**config.mk**
```make
export PLATFORM = sky130hd
export DESIGN_NAME = load_store_unit
export DESIGN_NICKNAME = d
export VERILOG_FILES = /design/src/rtl/load_store_unit.sv
export SDC_FILE = /design/constraint.sdc
export NUM_CORES = 1
export LEC_CHECK = 0
export ABC_AREA = 1
export CAP_MARGIN = 20
export CORE_ASPECT_RATIO = 1.25
export CORE_MARGIN = 2
export CORE_UTILIZATION = 49
export CTS_CLUSTER_DIAMETER = 40
export DETAILED_ROUTE_END_ITERATION = 6
export PLACE_DENSITY = 0.85
export SETUP_SLACK_MARGIN = 0.4
export SYNTH_ARGS = -nofsm -noshare
export SYNTH_HDL_FRONTEND = slang
export SYNTH_SLANG_ARGS = --single-unit
export TNS_END_PERCENT = 5
```
**constraint.sdc**
```tcl
create_clock -name clk -period 2.25 [get_ports clk]
set_input_delay 0.45 -clock clk [delete_from_list [all_inputs] [get_ports clk]]
set_output_delay 0.45 -clock clk [all_outputs]
set_load 0.05 [all_outputs]
```
**src/rtl/load_store_unit.sv**
```systemverilog
// Data-bus master: turns execute-stage load/store requests into a single-outstanding
// req/ready memory access, with lane steering, load extension and fault reporting.
`timescale 1ns/1ps
module load_store_unit #(
  parameter int unsigned TIMEOUT_CYCLES = 255
) (
  input  logic        clk,
  input  logic        rst,
  input  logic        en,
  input  logic        dbus_re,
  input  logic        dbus_we,
  input  logic [2:0]  f3,
  input  logic [31:0] addr,
  input  logic [31:0] store_data,
  output logic        stall,
  output logic [31:0] load_data,
  output logic        load_valid,
  output logic        fault,
  output logic        mem_req,
  output logic        mem_we,
  output logic [31:0] mem_addr,
  output logic [3:0]  mem_be,
  output logic [31:0] mem_wdata,
  input  logic [31:0] mem_rdata,
  input  logic        mem_ready
);

  localparam logic [1:0] S_IDLE = 2'd0;
  localparam logic [1:0] S_WAIT = 2'd1;
  localparam logic [1:0] S_DONE = 2'd2;
  localparam logic [31:0] TO_LAST = 32'(TIMEOUT_CYCLES - 1);

  logic [1:0]  state;
  logic [2:0]  f3_q;
  logic [1:0]  off_q;
  logic [31:0] cnt;

  logic        access, legal, f3_ok, align_ok, timeout;
  logic [3:0]  be;
  logic [31:0] wd, ext;
  logic [7:0]  lb;
  logic [15:0] lh;

  always_comb begin
    access = en & (dbus_re | dbus_we);
    if (dbus_re) f3_ok = (f3 == 3'b000) | (f3 == 3'b001) | (f3 == 3'b010) |
                         (f3 == 3'b100) | (f3 == 3'b101);
    else         f3_ok = (f3 == 3'b000) | (f3 == 3'b001) | (f3 == 3'b010);
    case (f3[1:0])
      2'b00:   align_ok = 1'b1;
      2'b01:   align_ok = ~addr[0];
      2'b10:   align_ok = (addr[1:0] == 2'b00);
      default: align_ok = 1'b0;
    endcase
    legal = ~(dbus_re & dbus_we) & f3_ok & align_ok;
  end

  // Store lane steering; loads always fetch the whole word.
  always_comb begin
    case (f3[1:0])
      2'b00: begin
        be = 4'b0001 << addr[1:0];
        wd = {4{store_data[7:0]}};
      end
      2'b01: begin
        be = addr[1] ? 4'b1100 : 4'b0011;
        wd = {2{store_data[15:0]}};
      end
      default: begin
        be = 4'b1111;
        wd = store_data;
      end
    endcase
    if (dbus_re) be = 4'b1111;
  end

  always_comb begin
    case (off_q)
      2'd0:    lb = mem_rdata[7:0];
      2'd1:    lb = mem_rdata[15:8];
      2'd2:    lb = mem_rdata[23:16];
      default: lb = mem_rdata[31:24];
    endcase
    lh = off_q[1] ? mem_rdata[31:16] : mem_rdata[15:0];
    case (f3_q)
      3'b000:  ext = {{24{lb[7]}}, lb};
      3'b001:  ext = {{16{lh[15]}}, lh};
      3'b100:  ext = {24'd0, lb};
      3'b101:  ext = {16'd0, lh};
      default: ext = mem_rdata;
    endcase
  end

  assign timeout = (TIMEOUT_CYCLES != 0) && (cnt == TO_LAST);
  assign mem_req = (state == S_WAIT);
  // Gated by rst so a held request cannot keep stall high while in reset.
  assign stall   = mem_req | (rst & (state == S_IDLE) & access & legal);

  always_ff @(posedge clk or negedge rst) begin
    if (!rst) begin
      state      <= S_IDLE;
      f3_q       <= '0;
      off_q      <= '0;
      cnt        <= '0;
      mem_we     <= 1'b0;
      mem_addr   <= '0;
      mem_be     <= '0;
      mem_wdata  <= '0;
      load_data  <= '0;
      load_valid <= 1'b0;
      fault      <= 1'b0;
    end else begin
      load_valid <= 1'b0;
      fault      <= 1'b0;
      case (state)
        S_IDLE: begin
          if (access) begin
            if (legal) begin
              state     <= S_WAIT;
              f3_q      <= f3;
              off_q     <= addr[1:0];
              cnt       <= '0;
              mem_we    <= dbus_we;
              mem_addr  <= {addr[31:2], 2'b00};
              mem_be    <= be;
              mem_wdata <= wd;
            end else begin
              state <= S_DONE;
              fault <= 1'b1;
            end
          end
        end
        S_WAIT: begin
          // A ready arriving on the last allowed cycle still completes normally.
          if (mem_ready) begin
            state <= S_DONE;
            if (!mem_we) begin
              load_valid <= 1'b1;
              load_data  <= ext;
            end
          end else if (timeout) begin
            state <= S_DONE;
            fault <= 1'b1;
          end else begin
            cnt <= cnt + 32'd1;
          end
        end
        default: state <= S_IDLE;
      endcase
    end
  end

endmodule
```
==> flow_metrics.tcl, run 1 <==
set metrics [dict create \
    nets 1357 \
    synth_cells 1034 \
    leakagePower_nw 4.90 \
    grt_pass1_vias 7398 \
    finalCritPeriodShare_pct 92.9 \
    r2r_cells 9 \
    critical-path-max-stage-delay_ns 0.85 \
    clkTransAtPathRegs_ns 0.06 \
    grt-ovfl-total 0 \
    final_cell_mix "410 x nand2_1, 188 x clkdlybuf4s50_1, 139 x dfrtp_1" \
    critPathArrivalTime_ns 1.64 \
    ys_types 35 \
    max_freq_ghz 0.479 \
    die_h_um 143 \
    swShare_pct 48.1 \
    cp.required_ns 1.80 \
    cts_tree "yes" \
    drc 0 \
    routed_wl_mm 23.6 \
    syn2layout_area_growth_pct 40.1 \
    status "complete, no violations" \
    ys_ff_latch 140 \
    die_area_sq_um 16400 \
    yosysSeqAreaShare_pct 46.4 \
    antenna_found_initial 0 \
    seqPwrFrac_pct 27.7 \
    place_area_sq_um 9910 \
    drv_cap 0 \
    grt_usage_pct 28.6 \
    synthesis.area_sq_um 7560 \
    grt_pass1_wl_mm 36.6 \
    p_clk_share_pct 18.5 \
    dr.first_iter.drc_count 922 \
    initial_core_util_pct 50.3 \
    dp_hpwl_mm 17.2 \
    rr_endpoint "cnt[12]$_DFFE_PN0P_" \
    cts.sinks 140 \
    final_common_cell "nand2_1" \
    powerDensity_nw_per_um2 1370 \
    cts_hold_buf 0 \
    slew_viol_final 0 \
    htree_levels 4 \
    worst_pin_slew_ns 0.806 \
    cp-start-kind "flop" \
    route.detailed.wl_per_inst_um 16.3 \
    worstReg2RegStart "cnt[1]$_DFFE_PN0P_" \
    post-route-min-period_ns 2.09 \
    cp_max_fo 2 \
    vias 7696 \
    ys_warn_count 0 \
    finalSetupViolCount 0 \
    io_pins 210 \
    numCtsBuffers 17 \
    rsz0062_at_grt "true" \
    die_x_um 115 \
    globalplace.congestion 0.965 \
    drive_gt1_share_pct 8.95 \
    peakVddDrop_mv 0.480 \
    power_w 0.0145 \
    cts_root_buffer "clkbuf_16" \
    relSlewSlack_pct 46.3 \
    critPathBufInv 1 \
    finalSetupTns_ns 0 \
    crit_type "reg -> out" \
    endpoint_kind "output pin" \
    drt-pass1-iter-count 6 \
    crit_slowest_cell "clkdlybuf4s50_1" \
    port_buffers 207 \
    cts.path.max_buffers 2 \
    fp-row-count 50 \
    grt_max_degree 141 \
    crit_chain "clkdlybuf4s50_1" \
    fin_worst_skew_ns 0.00664 \
    hold_class "in -> async" \
    viasPerCell 5.32 \
    pwr-share-comb_pct 53.8 \
    clk_latency_ns 0.43 \
    reg2reg_slack_ns 0.22 \
    core_sq_um 15000 \
    whs_ns 0.110 \
    path_delay_family "buffers and inverters" \
    power.switching_w 0.00699 \
    stdcell_area_sq_um 10600 \
    ant_nets 0 \
    avgSynthCellArea_sq_um 7.31 \
    intPower_w 0.00752 \
    hold_viol_final 0 \
]
-- through the flow --
| step | util, % | setup WS, ns | cells |
|---|---|---|---|
| 3_5_place_dp | 66.0 | -0.0102 | 1405 |
| 6_report | 70.5 | 0.161 | 1446 |
| 4_1_cts | 69.7 | 0.124 | 1437 |
| 3_3_place_gp | 66.0 | 0.0399 | 1405 |
| 5_1_grt | 70.5 | 0.0794 | 1445 |
| 2_1_floorplan | - | 0.352 | 1035 |
-- cell families (layout without fill, tap and decap cells) --
kind of cell,count (synthesis),in the layout,synth area share (%)
other,1,3,0.0496
adder cells (fa/ha/maj),2,2,0.331
XOR/XNOR,9,9,1.04
AND/OR/NAND/NOR,614,614,32.7
buffers and inverters,121,349,7.24
flip-flops,140,140,46.4
AO/OA/AOI/OAI,147,147,12.3
-- sequential cells by signal, summed over array words and instances, names as in the netlist, 2 cells and up --
signal / flops
cnt: 32
mem_addr: 30
load_data: 32
mem_be: 4
off_q: 2
mem_wdata: 32
f3_q: 3
state: 2
-- metal layers --
layer	up-vias	GRT usage (%)	share of wire (%)
li1	3712	-	-
met1	3627	33.2	38
met2	296	51.4	53
met3	61	5.86	6.2
met4	0	11.4	3.4
met5	-	0	0
-- timing repair --
action                     in CTS  in global routing
pin swaps                       1                  3
buffers inserted                0                  7
gates resized for setup        12                 13
gates cloned                    0                  1
setup endpoints to repair     135                133
-- power by group through the flow --
| stage | logic (W) | clock network [W] | registers, W |
|---|---|---|---|
| 2_1_floorplan | 0.00197 | 0 | 0.00699 |
| 3_3_place_gp | 0.00757 | 0 | 0.00400 |
| 3_5_place_dp | 0.00770 | 0 | 0.00403 |
| 4_1_cts | 0.00770 | 0.00272 | 0.00401 |
| 5_1_grt | 0.00823 | 0.00284 | 0.00411 |
| 6_report | 0.00781 | 0.00269 | 0.00401 |
-- worst max-delay path by stage --
stage	start	end	slack, ns	cells after the start
after floorplan	f3[1]	stall	0.35	9
after global placement	f3[0]	cnt[20]$_DFFE_PN0P_	0.04	11
after detailed placement	f3[0]	cnt[17]$_DFFE_PN0P_	-0.01	11
after CTS	state[0]$_DFFE_PN0P_	stall	0.12	6
after global routing	cnt[0]$_DFFE_PN0P_	cnt[12]$_DFFE_PN0P_	0.08	9
final	mem_be[0]$_DFFE_PN0P_	mem_be[0]	0.16	1
-- cell type report --
type	instances	area (sq um)
Sequential cell	140	3500
Timing Repair Buffer	240	2450
Fill cell	1173	4430
Clock inverter	13	131
Tap cell	182	228
Multi-Input combinational cell	774	3540
Inverter	77	293
Clock buffer	19	433
Antenna cell	1	2.50
-- cell usage after synthesis, drive strengths merged --
cell type | count | area [sq um]
nand2 | 416 | 1580
dfrtp | 140 | 3500
nor2 | 138 | 564
o21ai | 80 | 468
inv | 75 | 282
nand3 | 53 | 275
buf | 31 | 208
o211ai | 23 | 173
a21oi | 22 | 125
o21bai | 20 | 150
clkbuf | 13 | 48.8
xor2 | 6 | 52.6
nand4 | 5 | 37.5
xnor2 | 3 | 26.3
a211oi | 2 | 15.0
clkinv | 2 | 8.75
ha | 2 | 25.0
conb | 1 | 3.75
nor3 | 1 | 5.00
or2 | 1 | 6.26
(Power assumes the default switching activity.)
==> run 2: changes to the inputs <==
--- a/config.mk
+++ b/config.mk
@@ -6,13 +6,14 @@
 export NUM_CORES = 1
 export LEC_CHECK = 0
 export ABC_AREA = 1
+export ABC_CLOCK_PERIOD_IN_PS = 2250
 export CAP_MARGIN = 20
 export CORE_ASPECT_RATIO = 1.25
 export CORE_MARGIN = 2
-export CORE_UTILIZATION = 49
-export CTS_CLUSTER_DIAMETER = 40
+export CORE_UTILIZATION = 30
+export CTS_CLUSTER_DIAMETER = 120
 export DETAILED_ROUTE_END_ITERATION = 6
-export PLACE_DENSITY = 0.85
+export PLACE_DENSITY = 0.58
 export SETUP_SLACK_MARGIN = 0.4
 export SYNTH_ARGS = -nofsm -noshare
 export SYNTH_HDL_FRONTEND = slang
==> run 2 against run 1 <==
Critical path depth stayed put. Clock power increased by 4%. Routed wire length grew 2.0%. Final cell count rose by 11%. Power down 0.43%. Combinational power decreased by 2%. Die area up 61%. Count of clock-buffer cells in the layout down 1.
==> flow_metrics.tcl, run 2 (synthesized netlist as in run 1, its figures left out) <==
set metrics [dict create \
    path_delay_family "buffers and inverters" \
    peakVddDrop_mv 0.524 \
    slew_viol_final 0 \
    syn2layout_area_growth_pct 42.3 \
    globalplace.congestion 0.887 \
    powerDensity_nw_per_um2 1340 \
    fin_worst_skew_ns 0.0123 \
    met1_length_mm 10.4 \
    die_h_um 181 \
    grt_usage_pct 18.3 \
    critPathArrivalTime_ns 1.61 \
    grt_pass1_wl_mm 38.6 \
    grt-ovfl-total 0 \
    vias 7302 \
    post-route-min-period_ns 2.06 \
    hold_viol_final 0 \
    relSlewSlack_pct 57.9 \
    final_cell_mix "412 x nand2_1, 186 x clkdlybuf4s50_1, 140 x dfrtp_1" \
    finalSetupTns_ns 0 \
    rr_endpoint "cnt[2]$_DFFE_PN0P_" \
    rsz0062_at_grt "true" \
    fin_ws_ns 0.191 \
    grt_pass1_vias 7099 \
    whs_ns 0.0950 \
    critPathBufInv 1 \
    endpoint_kind "output pin" \
    clk_latency_ns 0.42 \
    r2r_cells 11 \
    ant_nets 0 \
    crit_type "reg -> out" \
    reg2reg_slack_ns 0.40 \
    numCtsBuffers 17 \
    worstReg2RegStart "cnt[0]$_DFFE_PN0P_" \
    fp-row-count 64 \
    drt-pass1-iter-count 5 \
    post-place-cells 1563 \
    nets 1362 \
    finalSetupViolCount 0 \
    crit_chain "clkdlybuf4s50_1" \
    status "complete, no violations" \
    viasPerCell 4.56 \
    critical-path-max-stage-delay_ns 0.85 \
    drc 0 \
    die_x_um 146 \
    worst_pin_slew_ns 0.632 \
    cp_max_fo 2 \
    wl_met2_mm 12.4 \
    cts.path.max_buffers 2 \
    finalCritPeriodShare_pct 91.5 \
    leakagePower_nw 4.96 \
    pre_cts_ws_ns 0.00816 \
    antenna_found_initial 2 \
    routed_wl_mm 24.1 \
    top_regs "cnt (32), load_data (32), mem_wdata (32)" \
    num-fill-cells 2527 \
    max_freq_ghz 0.486 \
    cts.sinks 140 \
    grt_max_degree 67 \
    dr.first_iter.drc_count 359 \
    wl_met3_um 993 \
    power_w 0.0144 \
    final_common_cell "nand2_1" \
    crit_slowest_cell "clkdlybuf4s50_1" \
    port_buffers 207 \
    drv_cap 0 \
    clkTransAtPathRegs_ns 0.06 \
    cp.required_ns 1.80 \
    die_area_sq_um 26500 \
    fin_cells 1600 \
    cts_tree "yes" \
    route.detailed.wl_per_inst_um 15.0 \
    topRoutingLayerUsed "met5" \
    initial_core_util_pct 30.7 \
    drive_gt1_share_pct 8.91 \
    htree_levels 4 \
    core_sq_um 24600 \
    hold_class "in -> async" \
    cts_root_buffer "clkbuf_16" \
    dp_hpwl_mm 18.3 \
    cp-start-kind "flop" \
    io_pins 210 \
]
==> run 2: cell types whose count changed in the layout (fill, tap and decap cells not counted), sizes merged <==
| cell | delta |
|---|---|
| buf | +6 |
| dlymetal6s2s | +4 |
| inv | +3 |
| clkdlybuf4s50 | -2 |
| dlygate4sd2 | -2 |
| dlygate4sd3 | +1 |
| clkinv | +1 |
| clkinvlp | -3 |
| diode | +1 |
| clkbuf | -3 |
==> run 2: final cells by class <==
| cell class | instances | area (sq um) | area share, % |
|---|---|---|---|
| multi-input cells | 774 | 3520 | 32.8 |
| flip-flops and latches | 140 | 3500 | 32.6 |
| clock buffers | 18 | 439 | 4.09 |
| inverters | 77 | 290 | 2.70 |
| repair buffers | 245 | 2430 | 22.6 |
| well taps | 330 | 413 | 3.84 |
| diodes | 2 | 5.00 | 0.0466 |
| clock inverters | 14 | 146 | 1.36 |
==> run 2: worst max-delay path by stage <==
stage	from	cells after the start	to	slack, ns
finish	mem_wdata[24]$_DFFE_PN0P_	1	mem_wdata[24]	0.19
CTS	en	6	stall	0.13
global placement	dbus_re	10	stall	0.01
floorplan	f3[1]	9	stall	0.35
detailed placement	f3[0]	11	cnt[18]$_DFFE_PN0P_	0.008
global route	state[1]$_DFFE_PN0P_	6	stall	0.13
==> run 2: layer usage <==
layer	track usage (%)	up-vias
met3	3.29	20
met4	4.47	2
met5	0	-
li1	-	3715
met1	23.1	3409
met2	32.4	156
==> run 2: timing repair <==
| action | 4_1_cts | 5_1_grt |
|---|---|---|
| gates cloned | 0 | 0 |
| buffers inserted | 0 | 2 |
| pin swaps | 0 | 1 |
| hold buffers | 1 | 0 |
| endpoints found under the hold margin | 3 | 0 |
| endpoints found under the setup margin | 103 | 152 |
| resized for setup | 10 | 9 |
==> run 2: where the power goes <==
part | switching (W) | internal (W)
registers | 0.000525 | 0.00345
logic | 0.00521 | 0.00247
clock network | 0.00120 | 0.00160
total | 0.00694 | 0.00751
==> run 2: metrics by stage <==
step	utilization, %	cell area [sq um]
after floorplan	-	7570
after global placement	41.2	10100
after detailed placement	41.2	10100
after CTS	43.6	10700
after global routing	43.7	10700
final	43.7	10700
==> run 3: changes to the inputs <==
--- a/config.mk
+++ b/config.mk
@@ -15,6 +15,7 @@
 export DETAILED_ROUTE_END_ITERATION = 6
 export PLACE_DENSITY = 0.58
 export SETUP_SLACK_MARGIN = 0.4
+export SLEW_MARGIN = 20
 export SYNTH_ARGS = -nofsm -noshare
 export SYNTH_HDL_FRONTEND = slang
 export SYNTH_SLANG_ARGS = --single-unit
==> results of run 3 <==
No change in the layout: final DEF, timing and power equal those of run 2.
